**config.mk**
```make
export PLATFORM = sky130hd
export DESIGN_NAME = hazard_sched_unit
export DESIGN_NICKNAME = d
export VERILOG_FILES = /design/src/rtl/hazard_pkg.sv /design/src/rtl/hazard_fwd_sel.sv /design/src/rtl/hazard_sched_unit.sv
export SDC_FILE = /design/constraint.sdc
export NUM_CORES = 1
export LEC_CHECK = 0
export BUFFER_PORTS_ARGS = -buffer_cell sky130_fd_sc_hd__buf_2
export CAP_MARGIN = 30
export CELL_PAD_IN_SITES_DETAIL_PLACEMENT = 1
export CELL_PAD_IN_SITES_GLOBAL_PLACEMENT = 2
export CORE_MARGIN = 2
export CORE_UTILIZATION = 38
export DETAILED_ROUTE_END_ITERATION = 8
export GPL_TIMING_DRIVEN = 0
export PLACE_DENSITY_LB_ADDON = 0.08
export RECOVER_POWER = 100
export SYNTH_ARGS = -nofsm -noshare
export SYNTH_HDL_FRONTEND = slang
export SYNTH_SLANG_ARGS = --single-unit
```
**constraint.sdc**
```tcl
create_clock -name clk -period 3.61 [get_ports clk]
set_clock_uncertainty 0.1 [all_clocks]
set_input_delay 0.9025 -clock clk [delete_from_list [all_inputs] [get_ports clk]]
set_output_delay 0.9025 -clock clk [all_outputs]
set_load 0.02 [all_outputs]
```
**src/rtl/hazard_pkg.sv**
```systemverilog
// Shared types for the 5-stage pipeline hazard controller: forward selects,
// FSM states and the per-stage shadow control record.
package hazard_pkg;

  localparam int          HZ_RA_W = 4;
  localparam logic [3:0]  PC_REG  = 4'hF;

  typedef enum logic [1:0] {
    FWD_RF  = 2'b00,
    FWD_WB  = 2'b01,
    FWD_MEM = 2'b10
  } fwd_sel_t;

  typedef enum logic [1:0] {
    RUN      = 2'd0,
    DRAIN    = 2'd1,
    MEM_WAIT = 2'd2
  } hz_state_t;

  typedef struct packed {
    logic               valid;
    logic [HZ_RA_W-1:0] ra1;
    logic [HZ_RA_W-1:0] ra2;
    logic [HZ_RA_W-1:0] wa3;
    logic               regwrite;
    logic               memtoreg;
    logic               pcsrc;
    logic               memop;
  } stage_ctl_t;

endpackage

```
**src/rtl/hazard_fwd_sel.sv**
```systemverilog
// Operand forward select for one E-stage source register; M result wins over W,
// and the PC register is always read from the register file path.
module hazard_fwd_sel #(
  parameter int RA_W = 4
) (
  input  logic [RA_W-1:0] ra,
  input  logic            m_valid,
  input  logic            m_regwrite,
  input  logic [RA_W-1:0] m_wa3,
  input  logic            w_valid,
  input  logic            w_regwrite,
  input  logic [RA_W-1:0] w_wa3,
  output logic [1:0]      sel
);
  import hazard_pkg::*;

  always_comb begin
    sel = FWD_RF;
    if (ra != PC_REG) begin
      if (m_valid && m_regwrite && (m_wa3 == ra)) begin
        sel = FWD_MEM;
      end else if (w_valid && w_regwrite && (w_wa3 == ra)) begin
        sel = FWD_WB;
      end
    end
  end

endmodule

```
**src/rtl/hazard_sched_unit.sv**
```systemverilog
// Pipeline hazard controller: shadows E/M/W control fields and drives stall,
// flush and forward controls (load-use, branch, PC drain, memory wait).
module hazard_sched_unit #(
  parameter int RA_W  = 4,
  parameter int CNT_W = 16
) (
  input  logic             clk,
  input  logic             reset,
  input  logic [RA_W-1:0]  ra1d,
  input  logic [RA_W-1:0]  ra2d,
  input  logic [RA_W-1:0]  wa3d,
  input  logic             regwrite_d,
  input  logic             memtoreg_d,
  input  logic             pcsrc_d,
  input  logic             memop_d,
  input  logic             branch_taken_e,
  input  logic             mem_ready,
  output logic             stall_f,
  output logic             stall_d,
  output logic             stall_e,
  output logic             stall_m,
  output logic             flush_d,
  output logic             flush_e,
  output logic             flush_w,
  output logic [1:0]       fwd_a_e,
  output logic [1:0]       fwd_b_e,
  output logic [CNT_W-1:0] stall_cnt,
  output logic [1:0]       dbg_state
);
  import hazard_pkg::*;

  stage_ctl_t       r_e, r_m, r_w;
  stage_ctl_t       w_d_stage;
  hz_state_t        r_state, r_saved;
  hz_state_t        w_next, w_saved_next, w_cur;
  logic             r_d_bubble;
  logic [CNT_W-1:0] r_cnt;
  logic             w_d_valid;
  logic             w_mem_wait;
  logic             w_lu_hit;
  logic             w_pcsrc_w;

  // D holds a bubble for one cycle after it was flushed (and while it is held).
  assign w_d_valid = !r_d_bubble;

  always_comb begin
    w_d_stage          = '0;
    w_d_stage.valid    = w_d_valid;
    w_d_stage.ra1      = ra1d;
    w_d_stage.ra2      = ra2d;
    w_d_stage.wa3      = wa3d;
    w_d_stage.regwrite = regwrite_d;
    w_d_stage.memtoreg = memtoreg_d;
    w_d_stage.pcsrc    = pcsrc_d;
    w_d_stage.memop    = memop_d;
  end

  assign w_mem_wait = r_m.valid && r_m.memop && !mem_ready;
  assign w_pcsrc_w  = r_w.valid && r_w.pcsrc;
  assign w_lu_hit   = r_e.valid && r_e.memtoreg && w_d_valid &&
                      (((ra1d == r_e.wa3) && (ra1d != PC_REG)) ||
                       ((ra2d == r_e.wa3) && (ra2d != PC_REG)));
  // While waiting on memory, decisions are made on behalf of the saved state.
  assign w_cur = (r_state == MEM_WAIT) ? r_saved : r_state;

  always_comb begin
    stall_f      = 1'b0;
    stall_d      = 1'b0;
    stall_e      = 1'b0;
    stall_m      = 1'b0;
    flush_d      = 1'b0;
    flush_e      = 1'b0;
    flush_w      = 1'b0;
    w_next       = r_state;
    w_saved_next = r_saved;
    if (!reset) begin
      w_next       = RUN;
      w_saved_next = RUN;
    end else if (w_mem_wait) begin
      stall_f      = 1'b1;
      stall_d      = 1'b1;
      stall_e      = 1'b1;
      stall_m      = 1'b1;
      flush_w      = 1'b1;
      w_next       = MEM_WAIT;
      // The W instruction retires at this edge, so a drain it ends is over.
      w_saved_next = ((w_cur == DRAIN) && w_pcsrc_w) ? RUN : w_cur;
    end else begin
      w_next = w_cur;
      if (branch_taken_e) begin
        flush_d = 1'b1;
        flush_e = 1'b1;
      end else if (w_lu_hit) begin
        stall_f = 1'b1;
        stall_d = 1'b1;
        flush_e = 1'b1;
      end else if ((w_cur == RUN) && w_d_valid && pcsrc_d) begin
        stall_f = 1'b1;
        flush_d = 1'b1;
        w_next  = DRAIN;
      end
      if (w_cur == DRAIN) begin
        stall_f = 1'b1;
        flush_d = 1'b1;
        if (w_pcsrc_w) begin
          w_next = RUN;
        end
      end
    end
  end

  always_ff @(posedge clk or negedge reset) begin
    if (!reset) begin
      r_state    <= RUN;
      r_saved    <= RUN;
      r_e        <= '0;
      r_m        <= '0;
      r_w        <= '0;
      r_d_bubble <= 1'b0;
      r_cnt      <= '0;
    end else begin
      r_state <= w_next;
      r_saved <= w_saved_next;
      if (!stall_d) begin
        r_d_bubble <= flush_d;
      end
      if (!stall_e) begin
        r_e <= flush_e ? '0 : w_d_stage;
      end
      if (!stall_m) begin
        r_m <= r_e;
      end
      r_w <= flush_w ? '0 : r_m;
      if (stall_f && (r_cnt != {CNT_W{1'b1}})) begin
        r_cnt <= r_cnt + 1'b1;
      end
    end
  end

  hazard_fwd_sel #(.RA_W(RA_W)) u_fwd_a (
    .ra         (r_e.ra1),
    .m_valid    (r_m.valid),
    .m_regwrite (r_m.regwrite),
    .m_wa3      (r_m.wa3),
    .w_valid    (r_w.valid),
    .w_regwrite (r_w.regwrite),
    .w_wa3      (r_w.wa3),
    .sel        (fwd_a_e)
  );

  hazard_fwd_sel #(.RA_W(RA_W)) u_fwd_b (
    .ra         (r_e.ra2),
    .m_valid    (r_m.valid),
    .m_regwrite (r_m.regwrite),
    .m_wa3      (r_m.wa3),
    .w_valid    (r_w.valid),
    .w_regwrite (r_w.regwrite),
    .w_wa3      (r_w.wa3),
    .sel        (fwd_b_e)
  );

  assign stall_cnt = r_cnt;
  assign dbg_state = r_state;

endmodule

```
==> impl_metrics.env, run 1 <==
export IMPL_cp_top_family="buffers and inverters"
export IMPL_drt_iter0_markers=66
export IMPL_critPathCaptureType="primary output"
export IMPL_synthToLayoutAreaGrowth_pct=15.1
export IMPL_drt_total_wl_mm=6.21
export IMPL_grt_total_usage=0.175
export IMPL_overflow=0
export IMPL_synth_cells=244
export IMPL_setup_violations=0
export IMPL_synth_cell_area_um2=2610
export IMPL_arrival_ns=2.40
export IMPL_fillerInstances=801
export IMPL_synthDistinctLibCells=42
export IMPL_synthTopCellsByArea="dfrtp_1 51%, xnor2_1 7.0%, a22o_1 5.7%, nand2_1 4.6%, xor2_1 4.4%"
export IMPL_clk_pin_slew_worst_paths_ns=0.10
export IMPL_grt_pass1_wl_mm=10.2
export IMPL_wire_per_inst_um=16.3
export IMPL_antenna_found_initial=0
export IMPL_dp_hpwl_mm=4.78
export IMPL_r2r_end="stall_cnt[10]"
export IMPL_crit_required_ns=2.61
export IMPL_root_buffer="clkbuf_8"
export IMPL_tns_ns=0
export IMPL_utilization=0.447
export IMPL_grt_max_degree=29
export IMPL_power_leakage_nw=1.36
export IMPL_synth_top_cell_area_share=0.508
export IMPL_r2r_cells=7
export IMPL_slew_headroom=0.0241
export IMPL_nNetsFinal=320
export IMPL_slowest_stage="o32a_1"
export IMPL_drc=0
export IMPL_synth_most_common_cell="dfrtp_1"
export IMPL_diodes=0
export IMPL_preCtsSetupSlack_ns=-0.518
export IMPL_vias=2009
export IMPL_hold_viol=0
export IMPL_p_per_area_nw_per_um2=481
export IMPL_synth_common_cells="53 x dfrtp_1, 32 x nand2_1, 21 x xnor2_1, 17 x a22o_1, 13 x xor2_1"
export IMPL_path_buf_inv=3
export IMPL_dp_cells=373
export IMPL_final_cells=380
export IMPL_cts_buffers=5
export IMPL_timing_fmax_mhz=294
export IMPL_rsz0062_at_grt="no"
export IMPL_min_period_ns=3.40
export IMPL_initial_utilization=0.388
export IMPL_slowest_delay_ns=0.33
export IMPL_gp_congestion=0.763
export IMPL_routed_via_density=5.29
export IMPL_synth_edff_count=0
export IMPL_status="finished, final reports clean"
export IMPL_async_flop_share=1.00
export IMPL_start_kind="primary input"
export IMPL_die_h_um=86.9
export IMPL_ys_seq_elements=53
export IMPL_cts_sinks=53
export IMPL_path_class="in -> out"
export IMPL_syn_avg_cell_area_um2=10.7
export IMPL_ctsLongestPathBuffers=2
export IMPL_power_mw=1.44
export IMPL_clk_latency_ns=0.30
export IMPL_post_route_period_util=0.943
export IMPL_antenna_left=0
export IMPL_dr_pass1_iters=4
export IMPL_synth_flop_cell="dfrtp_1"
export IMPL_worstMarginPinSlew_ns=1.46
export IMPL_rr_startpoint="dbg_state[1]"
export IMPL_drv_slew=0
export IMPL_critical_path_most_common_cell="nand2_1"
export IMPL_crit_chain="buf_6 -> buf_2 -> nor2b_1 -> nand2_1 -> o32a_1 -> nand2_1 -> clkbuf_2"
export IMPL_postCtsHoldBufs=0
export IMPL_yosysWarnings=0
export IMPL_die_x_um=86.9
export IMPL_grt_pass1_vias=2026
export IMPL_drv_cap=0
export IMPL_finalWorstSetupSlack_ns=0.206
export IMPL_regToRegSetupSlack_ns=0.95
export IMPL_cts_setup_buffers=0
export IMPL_htree_levels=2
export IMPL_die_area_um2=7550
export IMPL_port_buffers=48
export IMPL_ir_drop_v=0.000272
export IMPL_core_area_um2=6720
export IMPL_row_count=30
export IMPL_critPathMaxFanout=27
export IMPL_yosysSeqAreaShare=0.508
export IMPL_drive_above_1_share=0.137
export IMPL_cts_tree="done"
export IMPL_yosysTopAreaCell="dfrtp_1"
export IMPL_hold_path_class="in -> async"
export IMPL_syn_num_nets=265
export IMPL_io_pins=49
==> placed cells by master (no fill, tap or decap), drive strengths merged, types with 2 or more instances in the layout <==
master / instances
a21oi: 5
a21boi: 3
nand3: 18
xor2: 13
and2: 9
clkinvlp: 2
nand4: 9
and3: 7
mux2: 2
nand2: 32
nand2b: 4
buf: 23
a41oi: 2
o21ai: 5
nor4: 2
a22o: 17
nor3: 2
o31ai: 2
clkbuf: 42
nor2: 8
xnor2: 22
and4: 2
nor2b: 2
dfrtp: 53
==> per-layer routing <==
layer	global-route usage	wire length (um)	part of all wire
met1	0.230	2850	0.46
met2	0.294	3090	0.50
met4	0.0426	59	0.0095
met5	0	0	0
met3	0.0379	203	0.033
==> layout make-up <==
cell class / count / area, um2 / share of cell area
Buffer: 10 / 61.3 / 0.0204
Clock buffer: 6 / 82.6 / 0.0275
Clock inverter: 2 / 37.5 / 0.0125
Inverter: 2 / 11.3 / 0.00375
Multi-Input combinational cell: 178 / 1170 / 0.389
Sequential cell: 53 / 1330 / 0.441
Tap cell: 80 / 100 / 0.0333
Timing Repair Buffer: 49 / 218 / 0.0725
==> power by group <==
part	leakage, nW	switching [mW]	internal (mW)
clock network	0.0574	0.198	0.226
registers	0.675	0.0808	0.660
logic	0.631	0.164	0.116
total	1.36	0.442	1.00
==> how the worst max path moves through the flow <==
| stage | depth (start not counted) | startpoint | endpoint |
|---|---|---|---|
| after floorplan | 5 | mem_ready | stall_e |
| after global placement | 7 | reset | stall_m |
| after detailed placement | 7 | reset | stall_e |
| after CTS | 7 | reset | stall_f |
| after global routing | 7 | reset | stall_f |
| final | 7 | reset | stall_f |
==> flip-flops by register name, indices dropped and copies added, names as in the netlist <==
name and cells:
r_d_bubble 1, r_saved 2, stall_cnt 16, r_e 17
dbg_state 2, r_w 7, r_m 8
==> worst register-to-register path: stages, from the launching register on <==
cell and delay [ns]:
dfrtp_1 0.45, nand2_1 0.09, o31ai_1 0.44, o31ai_1 0.21
a21boi_0 0.77, buf_6 0.25, nand3_1 0.10, xnor2_1 0.15
==> kinds of logic (layout without fill, tap and decap cells) <==
family | after synthesis | in the layout | share of synthesized area
xor+xnor | 35 | 35 | 0.120
simple gates | 99 | 99 | 0.206
flops | 53 | 53 | 0.508
compound gates | 41 | 41 | 0.124
buf+inv | 13 | 69 | 0.0288
fa+ha+maj | 1 | 1 | 0.00479
mux | 2 | 2 | 0.00863
==> per-stage QoR <==
step	hold WS, ns	cell area [um2]
final	0.340	3000
after global routing	0.341	3000
after CTS	0.356	3100
after detailed placement	0.359	2970
after global placement	0.352	2950
after floorplan	0.330	2610
==> what timing repair did <==
item	in CTS	in global routing
setup endpoints to repair	5	0
hold endpoints to repair	0	0
resized for setup	3	0
(Power assumes the default switching activity.)
==> run 2: changes to the inputs <==
--- a/config.mk
+++ b/config.mk
@@ -10,7 +10,8 @@
 export CELL_PAD_IN_SITES_DETAIL_PLACEMENT = 1
 export CELL_PAD_IN_SITES_GLOBAL_PLACEMENT = 2
 export CORE_MARGIN = 2
-export CORE_UTILIZATION = 38
+export CORE_UTILIZATION = 39
+export CTS_BUF_LIST = sky130_fd_sc_hd__clkbuf_8
 export DETAILED_ROUTE_END_ITERATION = 8
 export GPL_TIMING_DRIVEN = 0
 export PLACE_DENSITY_LB_ADDON = 0.08
==> run 2 against run 1 <==
The run now ends with DRC, capacitance limit, slew limit left. Critical path depth did not move. Global-route usage rose by 0.94 points. Wire length rose by 0.87%. Register-to-register slack got worse by 0.14 ns. Clock-buffer cell count did not move. First-iteration DRC count rose by 18%. Cell area fell by 0.54%. Non-clock buffer count did not move. Via count rose by 0.50%. Critical path type unchanged. Largest cell class unchanged. Highest routed layer unchanged.
==> impl_metrics.env, run 2 (synthesized netlist as in run 1, its figures left out) <==
export IMPL_status="finished with violations"
export IMPL_failed_checks="DRC, capacitance limit, slew limit"
export IMPL_drv_slew=30
export IMPL_fin_area_um2=2990
export IMPL_dp_hpwl_mm=4.71
export IMPL_cts_sinks=53
export IMPL_core_area_um2=6420
export IMPL_die_x_um=85.8
export IMPL_min_period_ns=3.36
export IMPL_worstMarginPinSlew_ns=1.63
export IMPL_hold_viol=0
export IMPL_start_kind="primary input"
export IMPL_critPathMaxFanout=26
export IMPL_drc=2
export IMPL_die_area_um2=7360
export IMPL_nNetsFinal=320
export IMPL_routed_via_density=5.36
export IMPL_dr_pass1_iters=6
export IMPL_cts_buffers=5
export IMPL_power_leakage_nw=1.36
export IMPL_post_route_period_util=0.931
export IMPL_dpl_instance_area_um2=2970
export IMPL_antenna_left=0
export IMPL_utilization=0.465
export IMPL_diodes=0
export IMPL_critPathCaptureType="primary output"
export IMPL_antenna_found_initial=0
export IMPL_wire_per_inst_um=16.6
export IMPL_path_class="in -> out"
export IMPL_ctsLongestPathBuffers=2
export IMPL_drt_iter0_markers=78
export IMPL_drt_total_wl_mm=6.26
export IMPL_setup_violations=0
export IMPL_slew_headroom=-0.0877
export IMPL_arrival_ns=2.36
export IMPL_cts_tree="done"
export IMPL_clk_pin_slew_worst_paths_ns=0.09
export IMPL_drive_above_1_share=0.127
export IMPL_timing_fmax_mhz=298
export IMPL_clk_latency_ns=0.30
export IMPL_multi_input_area_um2=1170
export IMPL_port_buffers=48
export IMPL_hold_path_class="in -> async"
export IMPL_root_buffer="clkbuf_8"
export IMPL_fillerInstances=766
export IMPL_die_h_um=85.8
export IMPL_ir_drop_v=0.000295
export IMPL_grt_total_usage=0.184
export IMPL_initial_utilization=0.406
export IMPL_io_pins=49
export IMPL_r2r_cells=6
export IMPL_vias=2019
export IMPL_crit_required_ns=2.61
export IMPL_grt_pass1_vias=2073
export IMPL_regMostFlops="r_e"
export IMPL_layout_common_cells="53 x dfrtp_1, 34 x clkbuf_1, 32 x nand2_1"
export IMPL_grt_pass1_wl_mm=10.6
export IMPL_htree_levels=2
export IMPL_gp_congestion=0.815
export IMPL_seqCellArea_um2=1330
export IMPL_row_count=29
export IMPL_p_per_area_nw_per_um2=481
export IMPL_largest_reg_flops=17
export IMPL_drv_cap=1
export IMPL_regToRegSetupSlack_ns=0.81
export IMPL_final_common_cell="dfrtp_1"
export IMPL_synthToLayoutAreaGrowth_pct=14.5
export IMPL_rsz0062_at_grt="no"
export IMPL_overflow=0
export IMPL_grt_max_degree=30
## run 2: worst paths after layout
path,start,endpoint
worst max-delay path,reset,stall_f
worst min-delay path,reset,r_w[3]
worst max register to register,dbg_state[0],stall_cnt[9]
worst min register to register,r_m[1],r_m[1]
max in group asynchronous,reset,stall_cnt[10]
min in group clk,r_m[1],r_m[1]
## run 2: stage by stage
stage	hold slack [ns]	setup WS, ns	TNS (ns)	power [mW]	cells
detailed placement	0.361	-0.471	-1.51	1.05	370
floorplan	0.330	0.569	0	0.934	244
global route	0.339	0.0638	0	1.52	377
global placement	0.350	-0.976	-6.90	1.04	369
finish	0.332	0.249	0	1.44	377
CTS	0.382	0.105	0	1.47	377
## run 2: cell type report
class | instances | area share
flip-flops and latches | 53 | 0.444
plain buffers | 10 | 0.0184
multi-input cells | 178 | 0.391
repair buffers | 49 | 0.0720
clock inverters | 2 | 0.0113
well taps | 77 | 0.0322
inverters | 2 | 0.00377
clock buffers | 6 | 0.0276
## run 2: layer usage
layer | wire (um) | GRT usage | share of wire
met1 | 3140 | 0.263 | 0.50
met2 | 2870 | 0.293 | 0.46
met3 | 214 | 0.0356 | 0.034
met4 | 41 | 0.0390 | 0.0065
met5 | 0 | 0 | 0
## run 2: what timing repair did
action                     in CTS  in global routing
resized for setup               2                  1
hold buffers                    0                  0
setup endpoints to repair       5                  1
buffers inserted                0                  0
## run 2: critical path, stage by stage
cell and delay, ns:
buf_6 0.22, buf_2 0.26, nor2b_1 0.21, nand2_1 0.07
o32a_1 0.32, nand2_1 0.13, clkbuf_1 0.25
## run 2: where the power goes
| part | internal [mW] | leakage [nW] | switching (mW) |
|---|---|---|---|
| Combinational | 0.114 | 0.623 | 0.163 |
| Clock | 0.224 | 0.0626 | 0.196 |
| Sequential | 0.660 | 0.675 | 0.0816 |
==> run 3: changes to the inputs <==
--- a/config.mk
+++ b/config.mk
@@ -8,9 +8,9 @@
 export BUFFER_PORTS_ARGS = -buffer_cell sky130_fd_sc_hd__buf_2
 export CAP_MARGIN = 30
 export CELL_PAD_IN_SITES_DETAIL_PLACEMENT = 1
-export CELL_PAD_IN_SITES_GLOBAL_PLACEMENT = 2
+export CELL_PAD_IN_SITES_GLOBAL_PLACEMENT = 1
 export CORE_MARGIN = 2
-export CORE_UTILIZATION = 39
+export CORE_UTILIZATION = 45
 export CTS_BUF_LIST = sky130_fd_sc_hd__clkbuf_8
 export DETAILED_ROUTE_END_ITERATION = 8
 export GPL_TIMING_DRIVEN = 0
==> run 3 against run 2 <==
The flow now finishes without violations. Cell count down 1.6%. Cell area down 0.71%. First-iteration DRC count shrank 6.4%. Setup slack improved by 0.048 ns. Wire length is 1.7% lower. Hold slack worse by 0.011 ns. Sequential cell count stayed put. Register-to-register slack got worse by 0.07 ns. Core utilization increased by 7.0 points. Critical endpoint unchanged. Largest cell class unchanged.
==> impl_metrics.env, run 3 (synthesized netlist as in run 1, its figures left out) <==
export IMPL_routed_via_density=5.40
export IMPL_htree_levels=2
export IMPL_cts_setup_buffers=0
export IMPL_cts_buffers=5
export IMPL_critPathCaptureType="primary output"
export IMPL_setup_violations=0
export IMPL_utilization=0.535
export IMPL_drv_cap=0
export IMPL_core_area_um2=5540
export IMPL_met2_usage=0.378
export IMPL_wire_per_inst_um=16.6
export IMPL_die_area_um2=6420
export IMPL_rsz0062_at_grt="no"
export IMPL_post_route_period_util=0.918
export IMPL_slew_headroom=0.290
export IMPL_rr_startpoint="dbg_state[0]"
export IMPL_path_buf_inv=3
export IMPL_largest_reg_flops=17
export IMPL_critical_path_most_common_cell="nand2_1"
export IMPL_synthToLayoutAreaGrowth_pct=13.7
export IMPL_final_common_cell="dfrtp_1"
export IMPL_worstMarginPinSlew_ns=1.06
export IMPL_power_leakage_nw=1.35
export IMPL_grt_total_usage=0.213
export IMPL_io_pins=49
export IMPL_crit_chain="buf_6 -> buf_12 -> nor2b_1 -> nand2_1 -> o32a_1 -> nand2_1 -> clkbuf_1"
export IMPL_cp_top_family="buffers and inverters"
export IMPL_slowest_stage="o32a_1"
export IMPL_ir_drop_v=0.000300
export IMPL_nNetsFinal=320
export IMPL_r2r_end="stall_cnt[10]"
export IMPL_overflow=0
export IMPL_drv_slew=0
export IMPL_start_kind="primary input"
export IMPL_initial_utilization=0.471
export IMPL_regMostFlops="r_e"
export IMPL_critPathLaunch="reset"
export IMPL_fin_area_um2=2970
export IMPL_tns_ns=0
export IMPL_grt_max_degree=20
export IMPL_die_x_um=80.2
export IMPL_drc=0
export IMPL_cts_sinks=53
export IMPL_critPathMaxFanout=28
export IMPL_die_h_um=80.2
export IMPL_antenna_found_initial=0
export IMPL_postCtsHoldBufs=0
export IMPL_vias=2002
export IMPL_diodes=0
export IMPL_r2r_cells=6
export IMPL_regToRegSetupSlack_ns=0.74
export IMPL_finalWorstSetupSlack_ns=0.297
export IMPL_status="finished, final reports clean"
export IMPL_grt_use_met1=0.267
export IMPL_row_count=27
export IMPL_drive_above_1_share=0.124
export IMPL_slowest_delay_ns=0.32
export IMPL_grt_pass1_vias=2125
export IMPL_port_buffers=48
export IMPL_use_met3=0.0449
export IMPL_grt_pass1_wl_mm=10.6
export IMPL_preCtsSetupSlack_ns=-0.542
export IMPL_drt_total_wl_mm=6.16
export IMPL_drt_iter0_markers=73
export IMPL_hold_path_class="in -> async"
export IMPL_p_per_area_nw_per_um2=456
export IMPL_dpl_instance_area_um2=2960
export IMPL_clk_pin_slew_worst_paths_ns=0.08
export IMPL_min_period_ns=3.31
export IMPL_arrival_ns=2.31
export IMPL_hold_viol=0
export IMPL_clk_latency_ns=0.30
export IMPL_hold_ws_ns=0.321
export IMPL_gp_congestion=0.769
export IMPL_final_cells=371
export IMPL_ctsLongestPathBuffers=2
export IMPL_timing_fmax_mhz=302
export IMPL_power_mw=1.35
export IMPL_dr_pass1_iters=4
export IMPL_top_usage_layer="met2"
export IMPL_dp_cells=365
export IMPL_dp_hpwl_mm=4.65
export IMPL_layout_common_cells="53 x dfrtp_1, 34 x clkbuf_1, 32 x nand2_1"
export IMPL_fillerInstances=668
export IMPL_antenna_left=0
export IMPL_crit_required_ns=2.61
export IMPL_cts_tree="done"
export IMPL_root_buffer="clkbuf_8"
export IMPL_path_class="in -> out"
==> run 3: changes by cell type in the layout (fill, tap and decap cells not counted) <==
cell / previous run / this run
buf_12: 0 / 1
and2_0: 5 / 4
buf_2: 20 / 19
and2_1: 4 / 5
bufinv_16: 1 / 0
==> run 3: worst max path at each step <==
| stage | end | cells after the start |
|---|---|---|
| after floorplan | stall_e | 5 |
| after global placement | stall_e | 7 |
| after detailed placement | stall_m | 8 |
| after CTS | stall_f | 8 |
| after global routing | stall_f | 7 |
| final | stall_f | 7 |
==> run 3: repair_timing <==
action,in CTS,in global routing
resized for setup,2,2
cloned,1,0
endpoints found under the setup margin,5,4
==> run 3: worst register-to-register path: stages, from the launching register on <==
cell,delay [ns]
dfrtp_1,0.46
o31ai_1,0.59
o31ai_1,0.25
a21boi_0,0.70
clkbuf_2,0.38
nand3_1,0.13
xnor2_1,0.16
==> run 3: routing by layer <==
layer	up-vias	wire length, um	share of wire
met2	28	3200	0.52
met3	4	200	0.032
met5	-	0	0
met4	0	48	0.0078
li1	973	-	-
met1	997	2710	0.44
==> run 3: where the power goes <==
group          leakage, nW  switching [mW]  total (mW)  internal [mW]
combinational        0.629           0.165       0.281          0.116
sequential           0.675          0.0780       0.738          0.660
clock               0.0485           0.183       0.333          0.150
total                 1.35           0.427        1.35          0.925
==> run 3: final cells by class <==
type	count	area, um2	share of cell area
clock buffers	6	82.6	0.0278
repair buffers	50	235	0.0793
multi-input cells	178	1170	0.394
flip-flops and latches	53	1330	0.447
inverters	2	11.3	0.00380
well taps	72	90.1	0.0304
clock inverters	1	3.75	0.00127
plain buffers	9	50.0	0.0169
